<file path="config.mk">
export PLATFORM = sky130hd
export DESIGN_NAME = mdu_seq
export DESIGN_NICKNAME = d
export VERILOG_FILES = /design/src/rtl/mdu_seq.sv
export SDC_FILE = /design/constraint.sdc
export NUM_CORES = 1
export LEC_CHECK = 0
export CAP_MARGIN = 40
export CORE_MARGIN = 2
export CORE_UTILIZATION = 45
export CTS_CLUSTER_DIAMETER = 30
export DETAILED_ROUTE_END_ITERATION = 8
export GPL_TIMING_DRIVEN = 0
export HOLD_SLACK_MARGIN = 0.06
export PLACE_DENSITY = 0.78
export REMOVE_ABC_BUFFERS = 1
export SLEW_MARGIN = 20
export SYNTH_ARGS = -nofsm -noshare
export SYNTH_HDL_FRONTEND = slang
export SYNTH_SLANG_ARGS = --single-unit
</file>
<file path="constraint.sdc">
create_clock -name clk -period 3.91 [get_ports clk]
set_clock_uncertainty 0.2 [all_clocks]
set_input_delay 0.5865 -clock clk [delete_from_list [all_inputs] [get_ports clk]]
set_output_delay 0.5865 -clock clk [all_outputs]
set_load 0.05 [all_outputs]
</file>
<file path="src/rtl/mdu_seq.sv">
// Multi-cycle unsigned MULTU/DIVU sequencer; every add/subtract step is issued
// to an external 32-bit ALU through the alu_* ports, result returned on hi/lo.
module mdu_seq #(
   parameter logic [2:0] ALU_ADD = 3'b000,
   parameter logic [2:0] ALU_SUB = 3'b100,
   parameter int         N_ITER  = 32
) (
   input  logic        clk,
   input  logic        rst_n,
   input  logic        start,
   input  logic [1:0]  op,
   input  logic [31:0] src_a,
   input  logic [31:0] src_b,
   output logic        busy,
   output logic        done,
   output logic [31:0] hi,
   output logic [31:0] lo,
   output logic        div_by_zero,
   output logic [31:0] alu_a,
   output logic [31:0] alu_b,
   output logic [2:0]  alu_ctr,
   input  logic [31:0] alu_result
);

   typedef enum logic [1:0] {S_IDLE, S_MUL, S_DIV, S_FIN} state_t;

   state_t      state_q, state_d;
   logic [31:0] hi_q, hi_d, lo_q, lo_d, opnd_q, opnd_d;
   logic [4:0]  cnt_q, cnt_d;
   logic        dbz_q, dbz_d, done_q, done_d;
   logic        last_iter, accept_mul, accept_div, accept_dz;
   logic        carry, borrow, ok;
   logic [31:0] rs;

   assign accept_mul = start && (state_q == S_IDLE) && (op == 2'b00);
   assign accept_div = start && (state_q == S_IDLE) && (op == 2'b01) && (src_b != 32'd0);
   assign accept_dz  = start && (state_q == S_IDLE) && (op == 2'b01) && (src_b == 32'd0);
   assign last_iter  = (cnt_q == 5'(N_ITER - 1));

   // Divide step works on the partial remainder shifted left by one dividend bit
   assign rs     = {hi_q[30:0], lo_q[31]};
   assign carry  = (alu_a[31] & alu_b[31]) | ((alu_a[31] | alu_b[31]) & ~alu_result[31]);
   assign borrow = (~alu_a[31] & alu_b[31]) | (~(alu_a[31] ^ alu_b[31]) & alu_result[31]);
   assign ok     = hi_q[31] | ~borrow;

   always_ff @(posedge clk or negedge rst_n) begin
      if (!rst_n) state_q <= S_IDLE;
      else        state_q <= state_d;
   end

   always_comb begin
      state_d = state_q;
      case (state_q)
         S_IDLE: begin
            if (accept_mul)      state_d = S_MUL;
            else if (accept_div) state_d = S_DIV;
            else if (accept_dz)  state_d = S_FIN;
         end
         S_MUL:   if (last_iter) state_d = S_FIN;
         S_DIV:   if (last_iter) state_d = S_FIN;
         default: state_d = S_IDLE;
      endcase
   end

   // ALU operands come only from registered state, never from start/src_*
   always_comb begin
      alu_a   = 32'd0;
      alu_b   = 32'd0;
      alu_ctr = ALU_ADD;
      case (state_q)
         S_MUL: begin
            alu_a = hi_q;
            alu_b = opnd_q;
         end
         S_DIV: begin
            alu_a   = rs;
            alu_b   = opnd_q;
            alu_ctr = ALU_SUB;
         end
         default: ;
      endcase
   end

   always_comb begin
      hi_d   = hi_q;
      lo_d   = lo_q;
      opnd_d = opnd_q;
      cnt_d  = cnt_q;
      dbz_d  = dbz_q;
      done_d = (state_q == S_FIN);
      case (state_q)
         S_IDLE: begin
            if (accept_mul) begin
               opnd_d = src_a;
               hi_d   = 32'd0;
               lo_d   = src_b;
               cnt_d  = 5'd0;
            end else if (accept_div) begin
               opnd_d = src_b;
               hi_d   = 32'd0;
               lo_d   = src_a;
               cnt_d  = 5'd0;
               dbz_d  = 1'b0;
            end else if (accept_dz) begin
               hi_d  = src_a;
               lo_d  = 32'hFFFF_FFFF;
               dbz_d = 1'b1;
            end
         end
         S_MUL: begin
            if (lo_q[0]) {hi_d, lo_d} = {carry, alu_result, lo_q[31:1]};
            else         {hi_d, lo_d} = {1'b0, hi_q, lo_q[31:1]};
            cnt_d = cnt_q + 5'd1;
         end
         S_DIV: begin
            hi_d  = ok ? alu_result : rs;
            lo_d  = {lo_q[30:0], ok};
            cnt_d = cnt_q + 5'd1;
         end
         default: ;
      endcase
   end

   always_ff @(posedge clk or negedge rst_n) begin
      if (!rst_n) begin
         hi_q   <= 32'd0;
         lo_q   <= 32'd0;
         opnd_q <= 32'd0;
         cnt_q  <= 5'd0;
         dbz_q  <= 1'b0;
         done_q <= 1'b0;
      end else begin
         hi_q   <= hi_d;
         lo_q   <= lo_d;
         opnd_q <= opnd_d;
         cnt_q  <= cnt_d;
         dbz_q  <= dbz_d;
         done_q <= done_d;
      end
   end

   assign busy        = (state_q != S_IDLE);
   assign done        = done_q;
   assign hi          = hi_q;
   assign lo          = lo_q;
   assign div_by_zero = dbz_q;

endmodule

</file>
# --- After elaboration in Yosys (flattened, before gate mapping) ---
# Index checks and enable logic that the tools add are counted.
totals:
  ff_bits: 105
  in_bits: 101
  out_inout_bits: 134
  word_cells: 76
op_classes:
  n_addsub: 1
  n_eq_ne: 8
  muxes: 26
  bitwise: 14
  reduce_logical: 20
op_table:
  columns: ["operator", "count"]
  rows:
  - ["two-way mux 32 bit", 12]
  - ["case mux 32 bit (3 select lines)", 2]
  - ["case mux 32 bit (2 select lines)", 1]
  - ["zero test 32 bit", 1]
  - ["nonzero test 32 bit", 1]
  - ["two-way mux 5 bit", 2]
  - ["case mux 5 bit (2 select lines)", 1]
  - ["two-way mux 2 bit", 4]
  - ["AND reduction 2 bit", 4]
  - ["nonzero test 2 bit", 4]
  - ["adder 5 x 1 -> 5 bit, second input constant", 1]
  - ["equality test 5 bit, second input constant", 1]
  - ["logical AND 1 bit", 5]
  - ["NOT 1 bit", 5]
  - ["AND 1 bit", 4]
  - ["equality test 2 x 1 -> 1 bit, second input constant", 2]
  - ["equality test 2 bit, second input constant", 2]
  - ["zero test 2 bit", 2]
  - ["inequality test 4 bit, second input constant", 1]
  - ["bitwise OR 1 bit", 4]
  - ["case mux 2 bit (2 select lines)", 1]
  - ["two-way mux 3 bit", 1]
  - ["inequality test 3 bit, second input constant", 1]
  - ["AND reduction 3 bit", 1]
  - ["other kinds (5)", 6]

# --- Logic depth before layout (Yosys ltp) ---
depth:
  word_depth: 11
  ltp_mapped: 13
  ltp_nobuf: 10

# --- Worst setup path after synthesis ---
# Ideal clock, no wire load.
synth_path:
  path_type: "reg-to-reg"
  from: "register state_q[0]"
  to: "register hi_q[10] (netlist: hi[10])"
  setup_time_ns: 0.078
  arrival_time_ns: 3.194
  t_required_ns: 3.632
  setup_slack_ns: 0.438
  path_stages_with_launch: 14
  n_path_buf: 3
  period_less_slack_ns: 3.472
  path_cell_list: "dfrtp_1 -> inv_1 -> ha_1 -> clkbuf_1 -> buf_1 -> a22o_1 -> nand2_1 -> ha_1 -> nor2b_1 -> o21bai_1 -> nor2b_1 -> clkbuf_1 -> a221oi_1 -> a21oi_1"
synth_between:
  elab_chain_cells: 11
  word_cells_on_any_way: 26
  classes_between: "eq/ne (3); mux (6); bitwise (8); reduce/logical (9)"
synth_rtl:
  columns: ["item", "line", "rtl"]
  rows:
  - ["start, declared", "27", "state_t state_q, state_d;"]
  - ["start signal, assigned", "48", "else state_q <= state_d;"]
  - ["equality test 2 bit or equality test 2 x 1 -> 1 bit (tied branches)", "70, 91", null]
  - ["OR reduction 2 bit (no source line)", null, null]
  - ["two-way mux 32 bit", "70", "case (state_q)"]
  - ["XOR 1 bit", "43", "assign borrow = (~alu_a[31] & alu_b[31]) | (~(alu_a[31] ^ alu_b[31]) & alu_result[31]);"]
  - ["NOT 1 bit", "43", null]
  - ["AND 1 bit", "43", null]
  - ["bitwise OR 1 bit", "43", null]
  - ["NOT 1 bit", "44", "assign ok = hi_q[31] | ~borrow;"]
  - ["bitwise OR 1 bit", "44", null]
  - ["two-way mux 32 bit", "116", "hi_d = ok ? alu_result : rs;"]
  - ["case mux 32 bit (3 select lines)", "91", "case (state_q)"]
  - ["end signal, assigned", "133", "hi_q <= hi_d;"]
  - ["end, declared", "28", "logic [31:0] hi_q, hi_d, lo_q, lo_d, opnd_q, opnd_d;"]
# Several ways; a longest one is shown, not always the timed one.
# A chain may end at the register's enable or synchronous reset.

# --- Worst setup path after layout ---
layout_path:
  from: "register state_q[0]"
  to: "output port alu_a[21]"
layout_between:
  elab_chain_cells: 2
  word_cells_on_any_way: 3
  classes_between: "eq/ne (2); mux (1)"
layout_rtl:
  columns: ["item", "line", "rtl"]
  rows:
  - ["equality test 2 bit or equality test 2 x 1 -> 1 bit (tied branches)", "70", null]
  - ["case mux 32 bit (2 select lines) (*)", "70", null]
  - ["end, declared", "19", "output logic [31:0] alu_a,"]
# Mark *: on every way between the ends. The rest lies on a longest branch, timed or not.

==> results.md <==
- Status: complete, no violations
- Area Overhead vs Synth: 43.8%
- Clk buf depth: 2
- Largest net degree at the start of global routing: 67
- Min Hold Slack: 0.305 ns
- Post-synthesis sequential area ratio: 0.365
- Remaining Overflow, GRT: 0
- Area contributors post-synth: dfrtp_1 37%, a22oi_1 9.6%, o21ai_0 6.3%
- Input/output buffers: 232
- Final setup fails: 0
- Starting Density: 0.456
- Reg2reg path depth: 10
- # diodes: 0
- First-pass GRT wire length: 41800 um
- Post-DRT Antenna Nets: 0
- Htree depth: 3
- Initial antenna violation count: 1
- Synth unique cells: 46
- Achievable Freq: 266 MHz
- WS Path Type: reg2out
- Max_slew headroom: 0.453
- Flop pwr share: 0.206
- Int Pwr: 5.08 mW
- Max IR drop VDD: 0.709 mV
- Static leakage: 4.42 nW
- CTS tree: yes
- Placer's final routability congestion estimate: 0.863
- Yosys top cell by area: dfrtp_1
- Final worst-path cycle share: 0.963
- # clock sinks: 105
- Worst r2r dst: hi[21]$_DFFE_PN0P_
- Top-area cell type share of the netlist area: 0.365
- Most common cell after layout, fill and taps aside: clkdlybuf4s50_1
- Count of final hold-check violations: 0
- Multi-input logic area: 4270 um2
- Sw Ratio: 0.554
- Worst slack, placed: -0.0930 ns
- Total Wirelength: 27600 um
- Hold_sp: cnt_q[4]$_DFFE_PN0P_
- Drt pass-1 iters: 7
- Number of flops mapped to enable cells by yosys: 0
- Layout cell share with drive strength beyond 1: 0.0592
- Fill cells: 1344
- Post-synthesis cell area: 7190 um2
- Cells after Synth: 888
- Hold Path End: cnt_q[4]$_DFFE_PN0P_
- Yosys reg bits: 105
- FFs w/ async S/R, synth: 1.00
- Hold path cells: 1
- R2r startpoint: state_q[0]$_DFFE_PN0P_
- Vias: 8167
- Rows: 46
- RSZ-0062 raised after global routing: no
- Core region area: 15800 um2
- Die Height: 130 um
- Cell Pwr Density: 1100 nW/um2
- Die width: 130 um
- Clock transition at the registers of the reported paths: 0.07 ns
- Skew-Pair Late Insertion Delay: 0.35 ns
- Vias/cell: 6.38
- CP required: 3.12 ns
- Slew Viols, Final: 0
- Ys Warns: 0
- Dpl hpwl: 18100 um
- Reg2reg setup slack: 0.24 ns
- Most frequent cells in the layout: 200 x clkdlybuf4s50_1, 104 x dfrtp_1, 92 x a22oi_1
- Slew @ Worst Pin: 0.819 ns
- Worst Setup Start Kind: flip-flop
- Post-synth top flop: dfrtp_1
- Clk root buf: clkbuf_16
- Drt wl/cell: 21.5 um
- Max FO, Critical Path: 66
- Tot GR Track Use: 0.313
- Total CTS buffers: 9
- Logic pwr share: 0.709
- Mean Syn Cell Area: 8.10 um2
- Vias in the first global route: 7348
- CP Data Arrival Time: 2.98 ns
- I/O pin cnt: 235
- Die area: 17000 um2
- CP endpoint kind: output port
- Clock power share: 0.085
- Hold Path Class: reg2reg
- Setup TNS: 0 ns
- Worst setup margin: 0.144 ns
- FF/Latch Area: 2630 um2
- DRT iter0 DRCs: 779
- Switch Pwr: 6.30 mW
- Max Cap Viol: 0
- DRC Markers: 0
- Nets@finish: 1170
- Min Tclk post-route: 3.77 ns
## cell type report
| class | instances | area share |
|---|---|---|
| inverter | 6 | 0.00242 |
| timing repair buffer | 260 | 0.275 |
| clock buffer | 12 | 0.0248 |
| clock inverter | 4 | 0.00496 |
| multi-input combinational | 678 | 0.412 |
| tap | 216 | 0.0261 |
| sequential | 105 | 0.254 |
## synth_stat cells, types with 2 or more instances
master and count:
nor2b_1 2, buf_4 2, nand3_1 34, a2111oi_0 2
a22oi_1 92, inv_1 5, clkbuf_1 75, nand2_1 82
o211ai_1 36, and2_1 32, nor4_1 9, o2bb2ai_1 2
a32o_1 2, a31oi_1 2, o22a_1 2, a21oi_1 62
nand2b_1 2, dfrtp_1 105, nor2_1 70, o21ai_0 90
nor3_1 31, a221oi_1 30, buf_1 17, o2111ai_1 32
buf_2 7, mux2i_1 33, a22o_1 2, o21ai_1 2
ha_1 9
## flip-flops by register name, indices dropped and copies added, names as in the netlist
signal,flops
cnt_q,5
opnd_q,32
done,1
state_q,2
div_by_zero,1
lo,32
hi,32
## stage by stage
| step | instances | cell area, um2 | utilization | total power, mW |
|---|---|---|---|---|
| floorplan | 788 | 6800 | - | 7.52 |
| global placement | 1236 | 9400 | 0.596 | 9.73 |
| detailed placement | 1260 | 9890 | 0.627 | 10.2 |
| CTS | 1279 | 10200 | 0.649 | 11.3 |
| global route | 1281 | 10300 | 0.656 | 12.0 |
| finish | 1281 | 10300 | 0.656 | 11.4 |
## metal layers
layer	share of wire	GRT usage
met5	0	0
met4	0.031	0.105
met3	0.082	0.0497
met2	0.47	0.497
met1	0.42	0.439
## repair_timing
action,CTS,global route
gates resized for setup,4,28
endpoints found under the hold margin,43,0
buffers inserted,1,2
hold buffers,1,0
gates cloned,1,0
pin swaps,1,0
setup endpoints to repair,61,58
## critical path, cell delays in order (launching register included)
cell	delay, ns
dfrtp_1	0.45
inv_1	0.15
ha_4	0.50
buf_16	0.29
inv_4	0.30
nor2_1	0.29
dlygate4sd2_1	0.59
## cells by family after synthesis
family / share of synthesized area
buf+inv: 0.0581
fa+ha+maj: 0.0157
flops: 0.365
xor+xnor: 0.00244
compound gates: 0.343
mux: 0.0475
simple gates: 0.168
other cells: 0.000521
## worst max path at each step
stage | from | cells after the start | to
after CTS | state_q[0]$_DFFE_PN0P_ | 6 | alu_a[19]
after floorplan | src_b[27] | 5 | state_q[0]$_DFFE_PN0P_
after global routing | state_q[0]$_DFFE_PN0P_ | 6 | alu_a[21]
final | state_q[0]$_DFFE_PN0P_ | 6 | alu_a[21]
after detailed placement | state_q[0]$_DFFE_PN0P_ | 10 | hi[21]$_DFFE_PN0P_
after global placement | src_b[27] | 6 | state_q[0]$_DFFE_PN0P_
## power by group through the flow
stage | Combinational (mW) | Sequential (mW) | Clock [mW]
after floorplan | 4.15 | 3.36 | 0
after global placement | 7.37 | 2.37 | 0
after detailed placement | 7.91 | 2.33 | 0
after CTS | 8.00 | 2.32 | 0.976
after global routing | 8.61 | 2.40 | 1.01
final | 8.07 | 2.34 | 0.966
Note: power is estimated with default switching activity, not from simulation.
